==> src/rtl/pll_reset_sequencer.sv <==
// PLL power-up / lock-recovery sequencer with staggered per-domain reset release.
// Optional: define PLL_SEQ_LOSS_COUNT_EN to add the lock_loss_count output.
module pll_reset_sequencer #(
    parameter int NUM_DOMAINS    = 6,
    parameter int RESET_CYCLES   = 16,
    parameter int LOCK_TIMEOUT   = 65536,
    parameter int STABLE_CYCLES  = 256,
    parameter int STAGGER_CYCLES = 8,
    parameter int MAX_RETRIES    = 3
) (
    input  logic                   refclk,
    input  logic                   rst,
    input  logic                   pll_locked,
    input  logic                   restart,
    output logic                   pll_rst,
    output logic [NUM_DOMAINS-1:0] rst_out,
    output logic                   ready,
    output logic                   fault,
    output logic [7:0]             retry_count
`ifdef PLL_SEQ_LOSS_COUNT_EN
    ,
    output logic [7:0]             lock_loss_count
`endif
);

    localparam int REL_SPAN = (NUM_DOMAINS - 1) * STAGGER_CYCLES + 1;
    localparam int MAX_AB   = (RESET_CYCLES > LOCK_TIMEOUT) ? RESET_CYCLES : LOCK_TIMEOUT;
    localparam int MAX_CD   = (STABLE_CYCLES > REL_SPAN) ? STABLE_CYCLES : REL_SPAN;
    localparam int CNT_MAX  = (MAX_AB > MAX_CD) ? MAX_AB : MAX_CD;
    localparam int CW       = (CNT_MAX > 1) ? $clog2(CNT_MAX) : 1;

    localparam logic [CW-1:0] HOLD_LAST = CW'(RESET_CYCLES - 1);
    localparam logic [CW-1:0] WAIT_LAST = CW'(LOCK_TIMEOUT - 1);
    localparam logic [CW-1:0] STAB_LAST = CW'(STABLE_CYCLES - 1);
    localparam logic [CW-1:0] REL_LAST  = CW'(REL_SPAN - 1);
    localparam logic [7:0]    RETRY_MAX = 8'(MAX_RETRIES);

    typedef enum logic [2:0] {
        RESET_HOLD,
        WAIT_LOCK,
        STABILIZE,
        RELEASE,
        RUN,
        FAULT
    } state_t;

    state_t                 state_q;
    state_t                 state_d;
    logic [CW-1:0]          cnt_q;
    logic [CW-1:0]          cnt_d;
    logic [1:0]             sync_q;
    logic                   locked_s;
    logic                   lock_lost;
    logic [NUM_DOMAINS-1:0] rst_out_d;
    logic                   ready_d;
    logic [7:0]             retry_d;

    assign locked_s  = sync_q[1];
    assign lock_lost = !locked_s && (state_q == RELEASE || state_q == RUN);

    always_comb begin
        state_d   = state_q;
        cnt_d     = cnt_q;
        rst_out_d = rst_out;
        ready_d   = ready;
        retry_d   = retry_count;
        if (restart) begin
            state_d   = RESET_HOLD;
            cnt_d     = '0;
            rst_out_d = '1;
            ready_d   = 1'b0;
            retry_d   = '0;
        end else if (lock_lost) begin
            state_d   = RESET_HOLD;
            cnt_d     = '0;
            rst_out_d = '1;
            ready_d   = 1'b0;
        end else begin
            unique case (state_q)
                RESET_HOLD: begin
                    if (cnt_q == HOLD_LAST) begin
                        state_d = WAIT_LOCK;
                        cnt_d   = '0;
                    end else begin
                        cnt_d = cnt_q + CW'(1);
                    end
                end
                WAIT_LOCK: begin
                    if (locked_s) begin
                        state_d = STABILIZE;
                        cnt_d   = '0;
                    end else if (cnt_q == WAIT_LAST) begin
                        cnt_d = '0;
                        if (retry_count == RETRY_MAX) begin
                            state_d = FAULT;
                        end else begin
                            state_d = RESET_HOLD;
                            retry_d = retry_count + 8'd1;
                        end
                    end else begin
                        cnt_d = cnt_q + CW'(1);
                    end
                end
                STABILIZE: begin
                    // A single low sample restarts the whole lock wait.
                    if (!locked_s) begin
                        state_d = WAIT_LOCK;
                        cnt_d   = '0;
                    end else if (cnt_q == STAB_LAST) begin
                        state_d = RELEASE;
                        cnt_d   = '0;
                    end else begin
                        cnt_d = cnt_q + CW'(1);
                    end
                end
                RELEASE: begin
                    for (int i = 0; i < NUM_DOMAINS; i++) begin
                        if (cnt_q == CW'(i * STAGGER_CYCLES)) begin
                            rst_out_d[i] = 1'b0;
                        end
                    end
                    if (cnt_q == REL_LAST) begin
                        state_d = RUN;
                        cnt_d   = '0;
                        ready_d = 1'b1;
                        retry_d = '0;
                    end else begin
                        cnt_d = cnt_q + CW'(1);
                    end
                end
                RUN: begin
                end
                FAULT: begin
                    rst_out_d = '1;
                    ready_d   = 1'b0;
                end
                default: begin
                    state_d = RESET_HOLD;
                    cnt_d   = '0;
                end
            endcase
        end
    end

    always_ff @(posedge refclk) begin
        if (rst) begin
            state_q     <= RESET_HOLD;
            cnt_q       <= '0;
            sync_q      <= '0;
            pll_rst     <= 1'b1;
            rst_out     <= '1;
            ready       <= 1'b0;
            fault       <= 1'b0;
            retry_count <= '0;
        end else begin
            state_q     <= state_d;
            cnt_q       <= cnt_d;
            sync_q      <= {sync_q[0], pll_locked};
            pll_rst     <= (state_d == RESET_HOLD) || (state_d == FAULT);
            rst_out     <= rst_out_d;
            ready       <= ready_d;
            fault       <= (state_d == FAULT);
            retry_count <= retry_d;
        end
    end

`ifdef PLL_SEQ_LOSS_COUNT_EN
    logic [7:0] loss_cnt_q;

    // A restart in the same cycle takes precedence and is not a lock loss.
    always_ff @(posedge refclk) begin
        if (rst) begin
            loss_cnt_q <= '0;
        end else if (lock_lost && !restart && loss_cnt_q != 8'hFF) begin
            loss_cnt_q <= loss_cnt_q + 8'd1;
        end
    end

    assign lock_loss_count = loss_cnt_q;
`endif

endmodule

==> config.mk <==
export PLATFORM = sky130hd
export DESIGN_NAME = pll_reset_sequencer
export DESIGN_NICKNAME = d
export VERILOG_FILES = /design/src/rtl/pll_reset_sequencer.sv
export SDC_FILE = /design/constraint.sdc
export NUM_CORES = 1
export LEC_CHECK = 0
export ABC_AREA = 1
export CAP_MARGIN = 30
export CORE_AREA = 5 5 80 68
export DETAILED_ROUTE_END_ITERATION = 10
export DIE_AREA = 0 0 85 73
export PLACE_DENSITY = 0.7
export SYNTH_ARGS = -nofsm -noshare
export SYNTH_HDL_FRONTEND = slang
export SYNTH_SLANG_ARGS = --single-unit
==> constraint.sdc <==
create_clock -name refclk -period 3.9 [get_ports refclk]
set_clock_uncertainty 0.2 [all_clocks]
set_input_delay 0.39 -clock refclk [delete_from_list [all_inputs] [get_ports refclk]]
set_output_delay 0.39 -clock refclk [all_outputs]
set_load 0.05 [all_outputs]
==> flow_summary.ini, run 1 <==
[outcome]
status = finished clean

[clocking]
root_buffer = clkbuf_8
clkSinkCount = 38
clock_latency_ns = 0.29
cts.path.max_buffers = 2
htreeDepth = 2
cts_made_buffers = 5
cts_setup_buffers = 0
cts_tree = yes
clk_pin_slew_worst_paths_ns = 0.07
cts_resized = 0
cts-hold-fix-buffers = 0

[yosys]
syn-mean-instance-area_um2 = 6.81
syn-cell-area_um2 = 2220
synth_cells = 326
yosys_warnings = 0
async_flop_share_pct = 0
yosys_most_used_dff = dfxtp_1
synth_seq_area_share_pct = 34.3
ys_ff_latch = 38
synth.net_count = 333
synth_cell_types = 29
synth-edff-count = 0

[timing]
fmax_mhz = 432
slew-limit-headroom_pct = 53.8
rsz0062_at_grt = no
setup_tns_ns = 0
worstMarginPinSlew_ns = 0.691
min_period_over_period_pct = 59.3
hold_slack_ns = 0.204
finalSetupViolations = 0
setup_slack_ns = 1.59
finalHoldViolCount = 0
layout_min_cycle_time_ns = 2.31
finalMaxSlewViolations = 0

[setup_path]
critPathBufInv = 1
critPathMaxStageDelay_ns = 0.52
worst_path_most_repeated_cell = nand2_1
arrival_ns = 2.26
reg2reg_depth = 9
start_kind = flop
crit_type = flop to flop
path_cells = inv_2 -> nor2_1 -> nand2_1 -> o21ai_0 -> nand2_1 -> nand2_1 -> nor2_1 -> nand2_1 -> o21ai_0
slowest_stage = nand2_1
critPathCaptureType = flop
r2r_setup_slack_ns = 1.59
cp_top_family = simple AND/OR/NAND/NOR gates
cp.required_ns = 3.85
rr_endpoint = ready
r2r-start = state_q[0]
path_max_fanout = 14

[power]
leakage_nw = 0.956
p_sw_share_pct = 20.4
power.switching_mw = 0.151
seqPwrFrac_pct = 53.1
power.internal_mw = 0.587
p_per_area_nw_per_um2 = 287
vdd_drop_max_v = 0.000158
combinationalPowerShare_pct = 2.5
p_clk_share_pct = 44.5

[die]
rows = 23
fp.dieW_um = 85
start_util_pct = 47.6
die_area_um2 = 6210
io_pins = 21
die_h_um = 73
core_um2 = 4660

[layout]
drive_above_1_share_pct = 13.2
diodes = 0
fin_cells = 411
final_common_cell = nand2_1
area_growth_syn_to_layout_pct = 16.0
final_nets = 355
final_cell_mix = nand2_1, nor2_1, dfxtp_1

[route]
dr.pass1.iters = 5
dr_total_vias = 2124
via_per_inst = 5.17
drt_wl_total_um = 4860
avgRoutedWirePerCell_um = 11.8
drt-initial-drc-count = 187
ant_nets = 0
drc = 0

[run]
maxCapViolCount = 0

[place]
place.gp.congestion = 0.883
dp_cells = 403
port_buffers = 20
dp_hpwl_um = 3740
dpl_worst_slack_ns = 1.34

[global_routing]
grt_usage_pct = 16.6
grt_max_degree = 17
antenna_found_initial = 0
grt_pass1_wl_um = 8380
grt_pass1_vias = 1864
grt_overflow = 0

[hold_path]
hold_end = sync_q[1]
hold_depth = 2
hold_path.class = flop to flop
hp-start = sync_q[0]
-- worst min-delay path: stages, from the launching register on --
cell,delay [ns]
dfxtp_1,0.30
inv_1,0.04
nor2_1,0.03
-- cell type report --
cell class,instances,area (um2)
Sequential cell,38,761
Fill cell,470,2090
Timing Repair Buffer,20,200
Clock buffer,7,76.3
Inverter,35,131
Tap cell,62,77.6
Clock inverter,1,30.0
Multi-Input combinational cell,248,1300
-- routing by layer --
layer / track usage [%] / part of all wire [%] / up-vias
met5: 0 / 0 / -
met4: 5.10 / 1.1 / 0
met3: 3.84 / 5.6 / 7
met2: 25.3 / 42 / 55
met1: 23.3 / 51 / 969
li1: - / - / 1093
-- registers in the layout, indices dropped and copies added, names as in the netlist --
signal / count
cnt_q: 16
pll_rst: 1
rst_out: 6
state_q: 3
fault: 1
sync_q: 2
ready: 1
retry_count: 8
-- per-stage QoR --
stage | area [um2] | total power, mW | util [%]
floorplan | 2220 | 0.413 | -
global placement | 2470 | 0.418 | 53.0
detailed placement | 2470 | 0.419 | 53.0
CTS | 2570 | 0.748 | 55.2
global route | 2570 | 0.765 | 55.2
finish | 2570 | 0.738 | 55.2
-- Yosys cell counts, drive strengths merged (2+ instances only) --
library cell	instances	area (um2)
inv	35	131
o21bai	2	15.0
nor2	49	224
xor2	10	87.6
o211ai	2	15.0
dfxtp	38	761
a21oi	27	184
clkbuf	2	7.51
nand3	15	75.1
nor3	5	25.0
ha	3	37.5
buf	3	21.3
nand4	11	68.8
o21ai	14	70.1
xnor2	5	43.8
nand2	100	418
-- cell families after synthesis --
group	count (synthesis)	synth area share, %
flip-flops	38	34.3
XOR/XNOR	15	5.92
buffers and inverters	40	7.22
AND/OR/NAND/NOR	183	37.4
AO/OA/AOI/OAI	47	13.5
adder cells (fa/ha/maj)	3	1.69
-- power by group through the flow --
stage / sequential (mW) / clock, mW / combinational (mW)
2_1_floorplan: 0.400 / 0 / 0.0125
3_3_place_gp: 0.401 / 0 / 0.0178
3_5_place_dp: 0.401 / 0 / 0.0184
4_1_cts: 0.392 / 0.338 / 0.0184
5_1_grt: 0.392 / 0.353 / 0.0206
6_report: 0.392 / 0.328 / 0.0184
-- worst max path at each step --
stage | from | end | slack, ns | cells past startpoint
after floorplan | retry_count[0] | retry_count[0] | 1.91 | 7
after global placement | rst | ready | 1.43 | 6
after detailed placement | rst | ready | 1.34 | 6
after CTS | state_q[0] | ready | 1.59 | 9
after global routing | state_q[0] | ready | 1.33 | 9
final | state_q[0] | ready | 1.59 | 9
Note: power is estimated with default switching activity, not from simulation.
==> inputs of run 2 (changes only) <==
PLACE_DENSITY = 0.73   (was 0.7)
clock period = 2.1 ns   (was 3.9 ns; I/O delays follow)
==> run 2 against run 1 <==
Cell count is 2.7% higher; critical path type is now flop to output pin; worst hold slack better by 0.0097 ns; utilization is 2.0 points higher; worst setup slack worse by 1.5 ns; sequential power is 85% higher; register-to-register slack worse by 1.4 ns; first-iteration DRC count is 18% lower; via count hardly changed; sequential share of layout area is 0.86 points lower; non-clock buffer count is 11 higher; sequential cell count stayed put; total power is 76% higher; largest cell class unchanged.
==> flow_summary.ini, run 2 (synthesis gave the netlist of run 1 again) <==
[power]
p_per_area_nw_per_um2 = 485
leakage_nw = 1.01
vdd_drop_max_v = 0.000311

[timing]
finalHoldViolCount = 0
layout_min_cycle_time_ns = 2.00
rsz0062_at_grt = no
worstMarginPinSlew_ns = 0.509
fmax_mhz = 499
slew-limit-headroom_pct = 66.0
min_period_over_period_pct = 95.5
finalSetupViolations = 0
setup_tns_ns = 0
finalMaxSlewViolations = 0
hold_slack_ns = 0.213

[clocking]
cts_made_buffers = 5
cts.path.max_buffers = 2
clock_latency_ns = 0.30
root_buffer = clkbuf_8
htreeDepth = 2
cts_tree = yes
clk_pin_slew_worst_paths_ns = 0.08
cts-hold-fix-buffers = 0
clkSinkCount = 38

[run]
maxCapViolCount = 0

[die]
io_pins = 21
core_um2 = 4660
die_area_um2 = 6210
fp.dieW_um = 85
rows = 23
start_util_pct = 47.6
die_h_um = 73

[place]
place.gp.congestion = 0.939
dp_hpwl_um = 3940
port_buffers = 20

[setup_path]
path_max_fanout = 6
critPathBufInv = 1
cp.required_ns = 1.69
start_kind = flop
critPathMaxStageDelay_ns = 0.85
crit_type = flop to output pin
cp_top_family = buffers and inverters
path_cells = clkdlybuf4s50_1
arrival_ns = 1.59
critPathCaptureType = output pin
r2r_setup_slack_ns = 0.15
slowest_stage = clkdlybuf4s50_1

[global_routing]
antenna_found_initial = 0
grt_overflow = 0
grt_usage_pct = 17.4
grt_pass1_wl_um = 8620
grt_max_degree = 17
grt_pass1_vias = 1897

[route]
drt-initial-drc-count = 153
dr_total_vias = 2122
drc = 0
ant_nets = 0
drt_wl_total_um = 5220
dr.pass1.iters = 4
via_per_inst = 5.03
avgRoutedWirePerCell_um = 12.4

[layout]
top_register = cnt_q
reg_top3 = cnt_q x16, retry_count x8, rst_out x6
final_nets = 366
final_cell_mix = nand2_1, nor2_1, dfxtp_1
final_common_cell = nand2_1
area_growth_syn_to_layout_pct = 20.3
largest_reg_flops = 16
diodes = 0
drive_above_1_share_pct = 18.1
nFillCells = 455

[outcome]
status = finished clean

[hold_path]
hold_path.class = flop to flop
-- run 2: changes by cell type in the layout (fill, tap and decap cells not counted), moves of 2 or more --
cell,change
buf_4,+11
dfxtp_1,-2
nand2_1,-2
a21oi_2,+2
a21oi_1,-2
nand2_2,+2
-- run 2: final cells by class --
| class | count | area, um2 | share of cell area (%) |
|---|---|---|---|
| inverters | 35 | 134 | 5.01 |
| flip-flops and latches | 38 | 766 | 28.7 |
| clock inverters | 1 | 5.00 | 0.187 |
| multi-input cells | 248 | 1320 | 49.4 |
| clock buffers | 7 | 86.3 | 3.23 |
| repair buffers | 31 | 283 | 10.6 |
| well taps | 62 | 77.6 | 2.91 |
-- run 2: per-layer routing --
| layer | track usage (%) | vias to the layer above | part of all wire [%] |
|---|---|---|---|
| met3 | 3.84 | 8 | 5.4 |
| met1 | 24.6 | 956 | 51 |
| met4 | 6.85 | 0 | 1.7 |
| met2 | 25.7 | 44 | 42 |
| met5 | 0 | - | 0 |
| li1 | - | 1114 | - |
-- run 2: power breakdown --
part	internal, mW	switching, mW	leakage (nW)
Combinational	0.0154	0.0241	0.649
Clock	0.265	0.265	0.0482
Sequential	0.723	0.00384	0.308
Total	1.00	0.293	1.01
-- run 2: what timing repair did --
item                       in CTS  in global routing
setup endpoints to repair       0                 26
gates resized for setup         0                 11
buffers inserted                0                  2
-- run 2: path summary, 6_finish.rpt --
check            startpoint             end  depth (start not counted)
min reg2reg       sync_q[0]       sync_q[1]                          2
min               sync_q[0]       sync_q[1]                          2
max reg2reg        cnt_q[1]       cnt_q[10]                         12
max          retry_count[4]  retry_count[4]                          1
-- run 2: through the flow --
| step | util [%] | std cells | setup slack [ns] | power [mW] | instance area, um2 |
|---|---|---|---|---|---|
| after floorplan | - | 326 | 0.115 | 0.766 | 2220 |
| after global placement | 54.4 | 412 | 0.0732 | 0.783 | 2540 |
| after detailed placement | 54.4 | 412 | 0.0487 | 0.784 | 2540 |
| after CTS | 56.4 | 420 | 0.0228 | 1.31 | 2630 |
| after global routing | 57.3 | 422 | 0.0130 | 1.34 | 2670 |
| final | 57.3 | 422 | 0.0951 | 1.30 | 2670 |
